File: config.mk
export PLATFORM = sky130hd
export DESIGN_NAME = uart_tx_scheduler
export DESIGN_NICKNAME = d
export VERILOG_FILES = /design/src/rtl/uart_tx_scheduler_pkg.sv /design/src/rtl/uart_tx_scheduler_rr_pick.sv /design/src/rtl/uart_tx_scheduler.sv
export SDC_FILE = /design/constraint.sdc
export NUM_CORES = 1
export LEC_CHECK = 0
export ABC_AREA = 1
export BUFFER_PORTS_ARGS = -buffer_cell sky130_fd_sc_hd__buf_4
export CAP_MARGIN = 10
export CORE_ASPECT_RATIO = 1.1
export CORE_MARGIN = 3
export CORE_UTILIZATION = 48
export CTS_BUF_LIST = sky130_fd_sc_hd__clkbuf_16
export DETAILED_ROUTE_END_ITERATION = 8
export PLACE_DENSITY_LB_ADDON = 0.2
export SYNTH_ARGS = -nofsm -noshare
export SYNTH_HDL_FRONTEND = slang
export SYNTH_SLANG_ARGS = --single-unit
export TNS_END_PERCENT = 5
File: constraint.sdc
create_clock -name clk -period 2.58 [get_ports clk]
set_input_delay 0.387 -clock clk [delete_from_list [all_inputs] [get_ports clk]]
set_output_delay 0.387 -clock clk [all_outputs]
set_load 0.01 [all_outputs]
File: src/rtl/uart_tx_scheduler_pkg.sv
// Shared types and constants for the UART transmit scheduler.
package uart_tx_scheduler_pkg;

  localparam int unsigned BYTE_W            = 8;
  localparam int unsigned GRANT_W           = 3;
  localparam int unsigned START_TIMEOUT_DEF = 8;

  typedef enum logic [1:0] {
    ST_IDLE  = 2'd0,
    ST_START = 2'd1,
    ST_SEND  = 2'd2,
    ST_GAP   = 2'd3
  } sched_state_e;

endpackage

File: src/rtl/uart_tx_scheduler_rr_pick.sv
// Combinational round-robin picker: first valid index after last_i, wrapping.
module uart_tx_scheduler_rr_pick
  import uart_tx_scheduler_pkg::*;
#(
  parameter int unsigned N_REQ = 4
) (
  input  logic [N_REQ-1:0]   valid_i,
  input  logic [GRANT_W-1:0] last_i,
  output logic [GRANT_W-1:0] winner_o,
  output logic               any_valid_o
);

  always_comb begin
    int unsigned idx;
    logic        found;
    idx      = 0;
    found    = 1'b0;
    winner_o = '0;
    // Offsets 1..N_REQ visit last+1 first and last itself at the very end.
    for (int unsigned k = 1; k <= N_REQ; k++) begin
      idx = (int'(last_i) + k) % N_REQ;
      if (!found && valid_i[idx]) begin
        found    = 1'b1;
        winner_o = GRANT_W'(idx);
      end
    end
    any_valid_o = |valid_i;
  end

endmodule

File: src/rtl/uart_tx_scheduler.sv
// Arbitrates N_REQ byte sources onto one UART transmitter, one frame at a time,
// with a start-handshake timeout and a one-cycle idle gap between frames.
module uart_tx_scheduler
  import uart_tx_scheduler_pkg::*;
#(
  parameter int unsigned N_REQ         = 4,
  parameter int unsigned START_TIMEOUT = START_TIMEOUT_DEF
) (
  input  logic                    clk,
  input  logic                    rst_n,
  input  logic                    enable,
  input  logic [N_REQ-1:0]        req_valid,
  input  logic [BYTE_W*N_REQ-1:0] req_data,
  output logic [N_REQ-1:0]        req_ready,
  output logic                    tx_en,
  output logic                    tx_begin,
  output logic [BYTE_W-1:0]       tx_data,
  input  logic                    tx_busy,
  output logic [GRANT_W-1:0]      grant_id,
  output logic                    active,
  output logic                    timeout_err
);

  localparam int unsigned CNT_W = $clog2(START_TIMEOUT + 1);

  sched_state_e        state_q, state_d;
  logic [CNT_W-1:0]    cnt_q, cnt_d;
  logic [BYTE_W-1:0]   data_q, data_d;
  logic [GRANT_W-1:0]  grant_q, grant_d;
  logic [GRANT_W-1:0]  last_q, last_d;
  logic                err_q, err_d;
  logic                tx_begin_q;
  logic                active_q;
  logic                tx_en_q;

  logic [GRANT_W-1:0]  winner;
  logic                any_valid;

  uart_tx_scheduler_rr_pick #(
    .N_REQ (N_REQ)
  ) u_rr_pick (
    .valid_i     (req_valid),
    .last_i      (last_q),
    .winner_o    (winner),
    .any_valid_o (any_valid)
  );

  // Next-state logic; req_ready is the handshake strobe, valid in the cycle the grant is taken.
  always_comb begin
    state_d   = state_q;
    cnt_d     = cnt_q;
    data_d    = data_q;
    grant_d   = grant_q;
    last_d    = last_q;
    err_d     = err_q;
    req_ready = '0;

    unique case (state_q)
      ST_IDLE: begin
        // A busy transmitter here is a foreign or stale frame; wait it out.
        if (enable && any_valid && !tx_busy) begin
          state_d   = ST_START;
          cnt_d     = '0;
          data_d    = BYTE_W'(req_data >> (BYTE_W * winner));
          grant_d   = winner;
          last_d    = winner;
          req_ready = N_REQ'(1) << winner;
        end
      end
      ST_START: begin
        if (tx_busy) begin
          state_d = ST_SEND;
        end else if (cnt_q == CNT_W'(START_TIMEOUT - 1)) begin
          state_d = ST_IDLE;
          err_d   = 1'b1;
        end else begin
          cnt_d = cnt_q + CNT_W'(1);
        end
      end
      ST_SEND: begin
        if (!tx_busy) begin
          state_d = ST_GAP;
        end
      end
      ST_GAP: begin
        state_d = ST_IDLE;
      end
      default: begin
        state_d = ST_IDLE;
      end
    endcase
  end

  always_ff @(posedge clk or negedge rst_n) begin
    if (!rst_n) begin
      state_q    <= ST_IDLE;
      cnt_q      <= '0;
      data_q     <= '0;
      grant_q    <= '0;
      last_q     <= GRANT_W'(N_REQ - 1);
      err_q      <= 1'b0;
      tx_begin_q <= 1'b0;
      active_q   <= 1'b0;
      tx_en_q    <= 1'b0;
    end else begin
      state_q    <= state_d;
      cnt_q      <= cnt_d;
      data_q     <= data_d;
      grant_q    <= grant_d;
      last_q     <= last_d;
      err_q      <= err_d;
      tx_begin_q <= (state_d == ST_START);
      active_q   <= (state_d != ST_IDLE);
      tx_en_q    <= 1'b1;
    end
  end

  assign tx_en       = tx_en_q;
  assign tx_begin    = tx_begin_q;
  assign tx_data     = data_q;
  assign grant_id    = grant_q;
  assign active      = active_q;
  assign timeout_err = err_q;

endmodule

==> results of run 1 <==
repair_timing:
item / in CTS / in global routing
setup buffers: 0 / 3
gates resized for setup: 0 / 7
setup endpoints to repair: 0 / 4
critical path: stages (launching register included):
cell	delay, ps
dfstp_2	630
buf_12	130
nand2_1	60
nand2_1	110
nand2_1	80
nand2_2	100
nor2_4	50
nand3_1	90
nand3_2	110
nor2_2	160
inv_2	80
nor2_1	90
buf_4	120
cell usage after synthesis (all sizes together):
library cell	n	area [um2]
buf	6	57.55
nand3b	1	7.510
dfrtp	20	500.5
nor3b	1	12.51
a31oi	1	6.260
o21ai	10	53.80
nand3	33	165.2
inv	21	81.33
a21o	1	7.510
a211oi	1	7.510
dfstp	2	52.55
or2	9	56.30
nand2	74	305.3
nand4	3	33.78
clkbuf	1	3.750
nor3	2	10.01
conb	2	7.510
nor2	28	112.6
ha	1	12.51
a21oi	3	15.01
registers in the layout, indices dropped and copies added (netlist names):
signal / flops
tx_en: 1
tx_data: 8
last_q: 2
tx_begin: 1
cnt_q: 4
state_q: 2
active: 1
timeout_err: 1
grant_id: 2
cell families (layout without fill, tap and decap cells):
logic type,count (synthesis),in the layout,share of synthesized area (%)
adder cells (fa/ha/maj),1,1,0.8291
buffers and inverters,28,90,9.452
AND/OR/NAND/NOR,151,151,46.60
flip-flops,22,22,36.65
other,2,2,0.4977
AO/OA/AOI/OAI,16,16,5.970
layout by cell type (no fill, tap or decap):
cell,Yosys,final
nor2_4,1,1
nor2_1,27,26
a21o_1,1,1
ha_1,1,1
nand3_1,33,32
a211oi_1,1,1
nand4_1,2,2
buf_12,0,1
nor2_2,0,1
or2_2,9,9
clkbuf_16,0,3
o21ai_1,3,3
a31oi_1,1,1
nand2_1,65,63
conb_1,2,2
nand2_8,0,1
nand3b_1,1,1
dfstp_2,2,2
inv_1,18,18
o21ai_2,1,1
clkinv_1,0,1
nor3b_4,0,1
nor3_1,2,2
buf_4,1,64
inv_4,1,1
inv_2,2,2
nand4_4,1,1
nand3_2,0,1
nand2_2,8,9
dfrtp_1,20,20
o21ai_0,6,6
a21oi_1,3,3
nand2_4,1,1
through the flow:
stage               std cells  hold WS, ps  cell area, um2  worst slack [ps]
floorplan                 220        91.41            1509             462.6
global placement          308        287.1            1954             330.6
detailed placement        308        285.8            1954             294.7
CTS                       312        18.95            2033             17.75
global route              315        29.83            2101            -47.80
finish                    315        13.08            2101             101.0
routing by layer:
metal | vias up | GRT usage [%] | share of wire [%]
met5 | - | 0 | 0
met4 | 0 | 6.516 | 0.71
met3 | 4 | 2.988 | 6.2
met2 | 50 | 31.01 | 49
met1 | 724 | 29.26 | 45
li1 | 822 | - | -
power groups by stage:
stage	Combinational (mW)	Clock (mW)	Sequential, mW
6_report	1.61	0.314	0.592
5_1_grt	1.81	0.340	0.609
4_1_cts	1.46	0.323	0.599
3_5_place_dp	1.46	0	0.604
3_3_place_gp	1.44	0	0.601
2_1_floorplan	1.12	0	0.610
area by class of cell:
type,instances,area [um2],area share (%)
clock inverter,1,3.754,0.1787
timing repair buffer,65,500.5,23.82
sequential,22,553.0,26.33
inverter,21,81.33,3.871
multi-input combinational,170,845.8,40.26
tap,33,41.29,1.965
clock buffer,3,75.07,3.574
final timing paths:
kind                                           end                    start  slack (ps)
setup / recovery                      req_ready[1]    last_q[0]$_DFFE_PN1P_         100
hold / removal              tx_data[5]$_DFFE_PN0P_                    rst_n          10
setup reg to reg            tx_data[3]$_DFFE_PN0P_    last_q[0]$_DFFE_PN1P_         520
hold reg to reg            timeout_err$_DFFE_PN0P_  timeout_err$_DFFE_PN0P_         460
max in group asynchronous    last_q[0]$_DFFE_PN1P_                    rst_n        2300
min in group clk              state_q[0]$_DFF_PN0_                  tx_busy         340
==> results.json, run 1 <==
{
  "synthesis.nets": 261,
  "cts_tree": "done",
  "skew_ps": 2.670,
  "layout.nets": 324,
  "clock-sinks": 22,
  "cts_buffer_depth": 2,
  "io_buffers": 57,
  "path_clk_slew_ps": 50,
  "grt_pass1_wl_um": 6237,
  "reg2reg_depth": 14,
  "drv_slew": 0,
  "dieArea_um2": 3853,
  "synth_cell_type_count": 30,
  "std_cell_rows": 20,
  "grt.overflow.total": 0,
  "first_pass_iters": 4,
  "power_mw": 2.518,
  "p_leak_nw": 1.144,
  "io_pins": 59,
  "setup_tns_ps": 0,
  "cap_violations": 0,
  "critPathMaxFanout": 7,
  "vdd_ir_drop_max_mv": 1.442,
  "fin_crit_ps": 2479,
  "track_usage_pct": 20.34,
  "critPathLaunchType": "register",
  "initialDrtViolationCount": 128,
  "netlist_area_um2": 1509,
  "syn_to_final_growth_pct": 39.22,
  "drc": 0,
  "min_period_over_period_pct": 96.09,
  "core_area_um2": 2878,
  "ctsHoldBuffers": 0,
  "yosysWarnings": 0,
  "clk_latency_ps": 250,
  "pwr-share-seq_pct": 23.5,
  "fmaxAchievable_ghz": 0.4034,
  "pwr-share-clk_pct": 12.5,
  "num_vias": 1600,
  "vias_per_cell": 5.079,
  "wire_per_inst_um": 12.01,
  "p_sw_mw": 1.154,
  "cts_inserted_buffers": 3,
  "p_int_mw": 1.364,
  "worstPathArrival_ps": 2090,
  "combinationalPowerShare_pct": 64.0,
  "criticalPathCategory": "reg -> out",
  "endpoint_kind": "output pin",
  "hold_path.class": "in -> async",
  "status": "complete, no violations",
  "sw_frac_of_total_pct": 45.83,
  "final_util_pct": 73.00,
  "cts-htree-levels": 1,
  "syn_avg_cell_area_um2": 6.859,
  "finalHoldViolations": 0,
  "die_h_um": 64.81,
  "drtAntennaViolNets": 0,
  "setup_viol": 0,
  "fillers": 239,
  "ys_seq_area_share_pct": 36.65,
  "cts_root_buffer": "clkbuf_16",
  "fp.dieW_um": 59.46,
  "drive_gt1_share_pct": 35.11,
  "required_ps": 2190,
  "ys_seq_elements": 22,
  "dp_hpwl_um": 2854,
  "initial_utilization_pct": 52.43,
  "antenna_found_initial": 0,
  "grt_pass1_vias": 1419,
  "gp_congestion": 0.8226,
  "power.density_nw_per_um2": 1199,
  "synthCells": 220,
  "wl_um": 3783,
  "grt_max_degree": 23,
  "antenna_cells": 0
}
(Power assumes the default switching activity.)
==> run 2: changes to the inputs <==
- CORE_UTILIZATION: 48 -> 49
- SYNTH_HIERARCHICAL: unset -> 1
==> run 2 against run 1 <==
  * First-iteration DRC count shrank 23%
  * Register-to-register slack lost 190 ps
  * Clock skew grew 0.83 ps
  * Worst hold slack lost 2.7 ps
  * Global-route usage grew 1.2 points
  * Non-clock buffer count grew 4
  * Core utilization shrank 2.3 points
  * Wire length grew 8.1%
  * Power grew 11%
  * Clock power grew 8.9%
  * Critical endpoint is now req_ready[2]
  * Largest cell class unchanged
==> results.json, run 2 <==
{
  "initial_utilization_pct": 52.01,
  "reg2reg_from": "last_q[0]$_DFFE_PN1P_",
  "fin_crit_ps": 2411,
  "cts-htree-levels": 1,
  "async_reset_ff_share_pct": 100.0,
  "final_cell_mix": "nand2_1 (76), buf_4 (67), nand3_1 (40)",
  "fillers": 261,
  "combinationalPowerShare_pct": 66.2,
  "synth_most_common_cell": "nand2_1",
  "place_inst": 311,
  "ys.flop_type": "dfrtp_1",
  "setup_viol": 0,
  "wire_per_inst_um": 12.70,
  "synth_top_area_share_pct": 32.86,
  "required_ps": 2190,
  "num_vias": 1651,
  "power.density_nw_per_um2": 1287,
  "path_clk_slew_ps": 60,
  "multi_input_area_um2": 864.6,
  "wl_um": 4088,
  "p_leak_nw": 1.252,
  "syn_avg_cell_area_um2": 7.107,
  "dp_hpwl_um": 2941,
  "antenna_found_initial": 0,
  "initialDrtViolationCount": 99,
  "cts_buffer_depth": 2,
  "largest_reg_flops": 8,
  "synthesis.nets": 266,
  "dieArea_um2": 3986,
  "endpoint_kind": "output pin",
  "first_pass_iters": 4,
  "cts_tree": "done",
  "critPathLaunchType": "register",
  "yosys.area.top_type": "dfrtp_1",
  "top_usage_layer": "met2",
  "clock-sinks": 23,
  "setup_tns_ps": 0,
  "antenna_cells": 0,
  "track_usage_pct": 21.51,
  "r2r_slack_ps": 330,
  "min_period_over_period_pct": 93.46,
  "status": "complete, no violations",
  "cap_violations": 0,
  "p_int_mw": 1.455,
  "ys_seq_area_share_pct": 36.15,
  "cts_resized": 0,
  "final_util_pct": 70.74,
  "synthCells": 225,
  "reg2reg_depth": 14,
  "grt_setup_unrepaired": "false",
  "ctsHoldBuffers": 0,
  "ys_seq_elements": 23,
  "grt_pass1_wl_um": 6679,
  "clk_latency_ps": 260,
  "finalHoldViolations": 0,
  "io_buffers": 58,
  "drc": 0,
  "grt_pass1_vias": 1546,
  "final_cells": 322,
  "grt_use_met2_pct": 36.49,
  "io_pins": 59,
  "yosysWarnings": 6,
  "final_common_cell": "nand2_1",
  "std_cell_rows": 21,
  "drv_slew": 0,
  "synth_common_cells": "nand2_1 (76), nand3_1 (40), dfrtp_1 (21), inv_1 (14), nor2_1 (13)",
  "pwr-share-seq_pct": 21.5,
  "cts_root_buffer": "clkbuf_16",
  "synth_area_leaders": "dfrtp_1 (33%), nand2_1 (18%), nand3_1 (13%)",
  "grt_use_met3_pct": 4.492,
  "netlist_area_um2": 1599,
  "core_area_um2": 3074,
  "layout.nets": 330,
  "drtAntennaViolNets": 0,
  "grt_max_degree": 24,
  "grt.overflow.total": 0,
  "die_h_um": 65.92,
  "synth_edf_count": 0,
  "syn_to_final_growth_pct": 35.99,
  "skew_ps": 3.502,
  "drive_gt1_share_pct": 35.42,
  "fp.dieW_um": 60.47,
  "post_cts_buffers": 0,
  "criticalPathCategory": "reg -> out",
  "p_sw_mw": 1.344,
  "fmaxAchievable_ghz": 0.4147,
  "hold_path.class": "in -> async",
  "vdd_ir_drop_max_mv": 1.384,
  "sw_frac_of_total_pct": 48.03,
  "worstPathArrival_ps": 2020,
  "vias_per_cell": 5.127,
  "synth_cell_type_count": 27,
  "cts_inserted_buffers": 3,
  "seqCellArea_um2": 578.1,
  "grt.met1_usage_pct": 27.00,
  "r2r_end": "tx_data[6]$_DFFE_PN0P_",
  "pwr-share-clk_pct": 12.2,
  "critPathMaxFanout": 4,
  "gp_congestion": 0.9169
}
run 2: changes by cell type after synthesis, moves of 5 or more:
cell	previous run	this run
nor2_1	27	13
nand2_4	1	6
or2_2	9	0
nand2_1	65	76
nand3_1	33	40
buf_4	1	6
run 2: power by group through the flow:
stage,combinational (mW),clock (mW),sequential (mW)
final,1.85,0.342,0.603
after CTS,1.68,0.350,0.621
after global placement,1.65,0,0.622
after global routing,2.09,0.365,0.623
after floorplan,1.27,0,0.632
after detailed placement,1.67,0,0.622
run 2: worst max-delay path, cell delays in order, from the launching register on:
cell and delay (ps):
dfstp_2 550, clkbuf_2 150, nand2_1 80, nand3_1 130, nand2_4 90, nor2_8 130, nand2_2 60, nand3_2 60
nand2_1 120, inv_2 100, nand2_1 50, nor2_1 110, buf_4 130
run 2: logic make-up after synthesis:
family,count (synthesis),share of synthesized area [%]
compound gates,17,5.869
flops,23,36.15
simple gates,153,46.95
fa+ha+maj,1,0.7823
other cells,2,0.4697
buf+inv,29,9.781
run 2: area by class of cell:
cell class	instances	share of cell area (%)
Tap cell	34	1.956
Clock buffer	3	3.452
Sequential cell	23	26.58
Multi-Input combinational cell	173	39.76
Timing Repair Buffer	69	24.28
Clock inverter	1	0.3452
Inverter	19	3.625
run 2: stage by stage:
| stage | hold WS (ps) | instance area (um2) | total power, mW | setup WS [ps] |
|---|---|---|---|---|
| final | 10.39 | 2175 | 2.799 | 168.8 |
| after floorplan | 91.41 | 1599 | 1.901 | 442.1 |
| after CTS | 26.59 | 2112 | 2.651 | 126.4 |
| after global routing | 30.36 | 2175 | 3.079 | 3.753 |
| after detailed placement | 299.5 | 2029 | 2.291 | 419.6 |
| after global placement | 299.5 | 2029 | 2.274 | 425.1 |
run 2: worst max-delay path by stage:
stage | start | end | cells past startpoint
final | last_q[0]$_DFFE_PN1P_ | req_ready[2] | 12
after detailed placement | last_q[0]$_DFFE_PN1P_ | req_ready[0] | 11
after CTS | last_q[0]$_DFFE_PN1P_ | req_ready[0] | 11
after global placement | last_q[0]$_DFFE_PN1P_ | req_ready[2] | 13
after global routing | last_q[0]$_DFFE_PN1P_ | req_ready[1] | 12
after floorplan | last_q[0]$_DFFE_PN1P_ | req_ready[1] | 13
run 2: per-layer routing:
metal | up-vias | share of wire (%)
met5 | - | 0
met4 | 0 | 0.59
met3 | 2 | 6.5
met2 | 46 | 52
met1 | 761 | 41
li1 | 842 | -
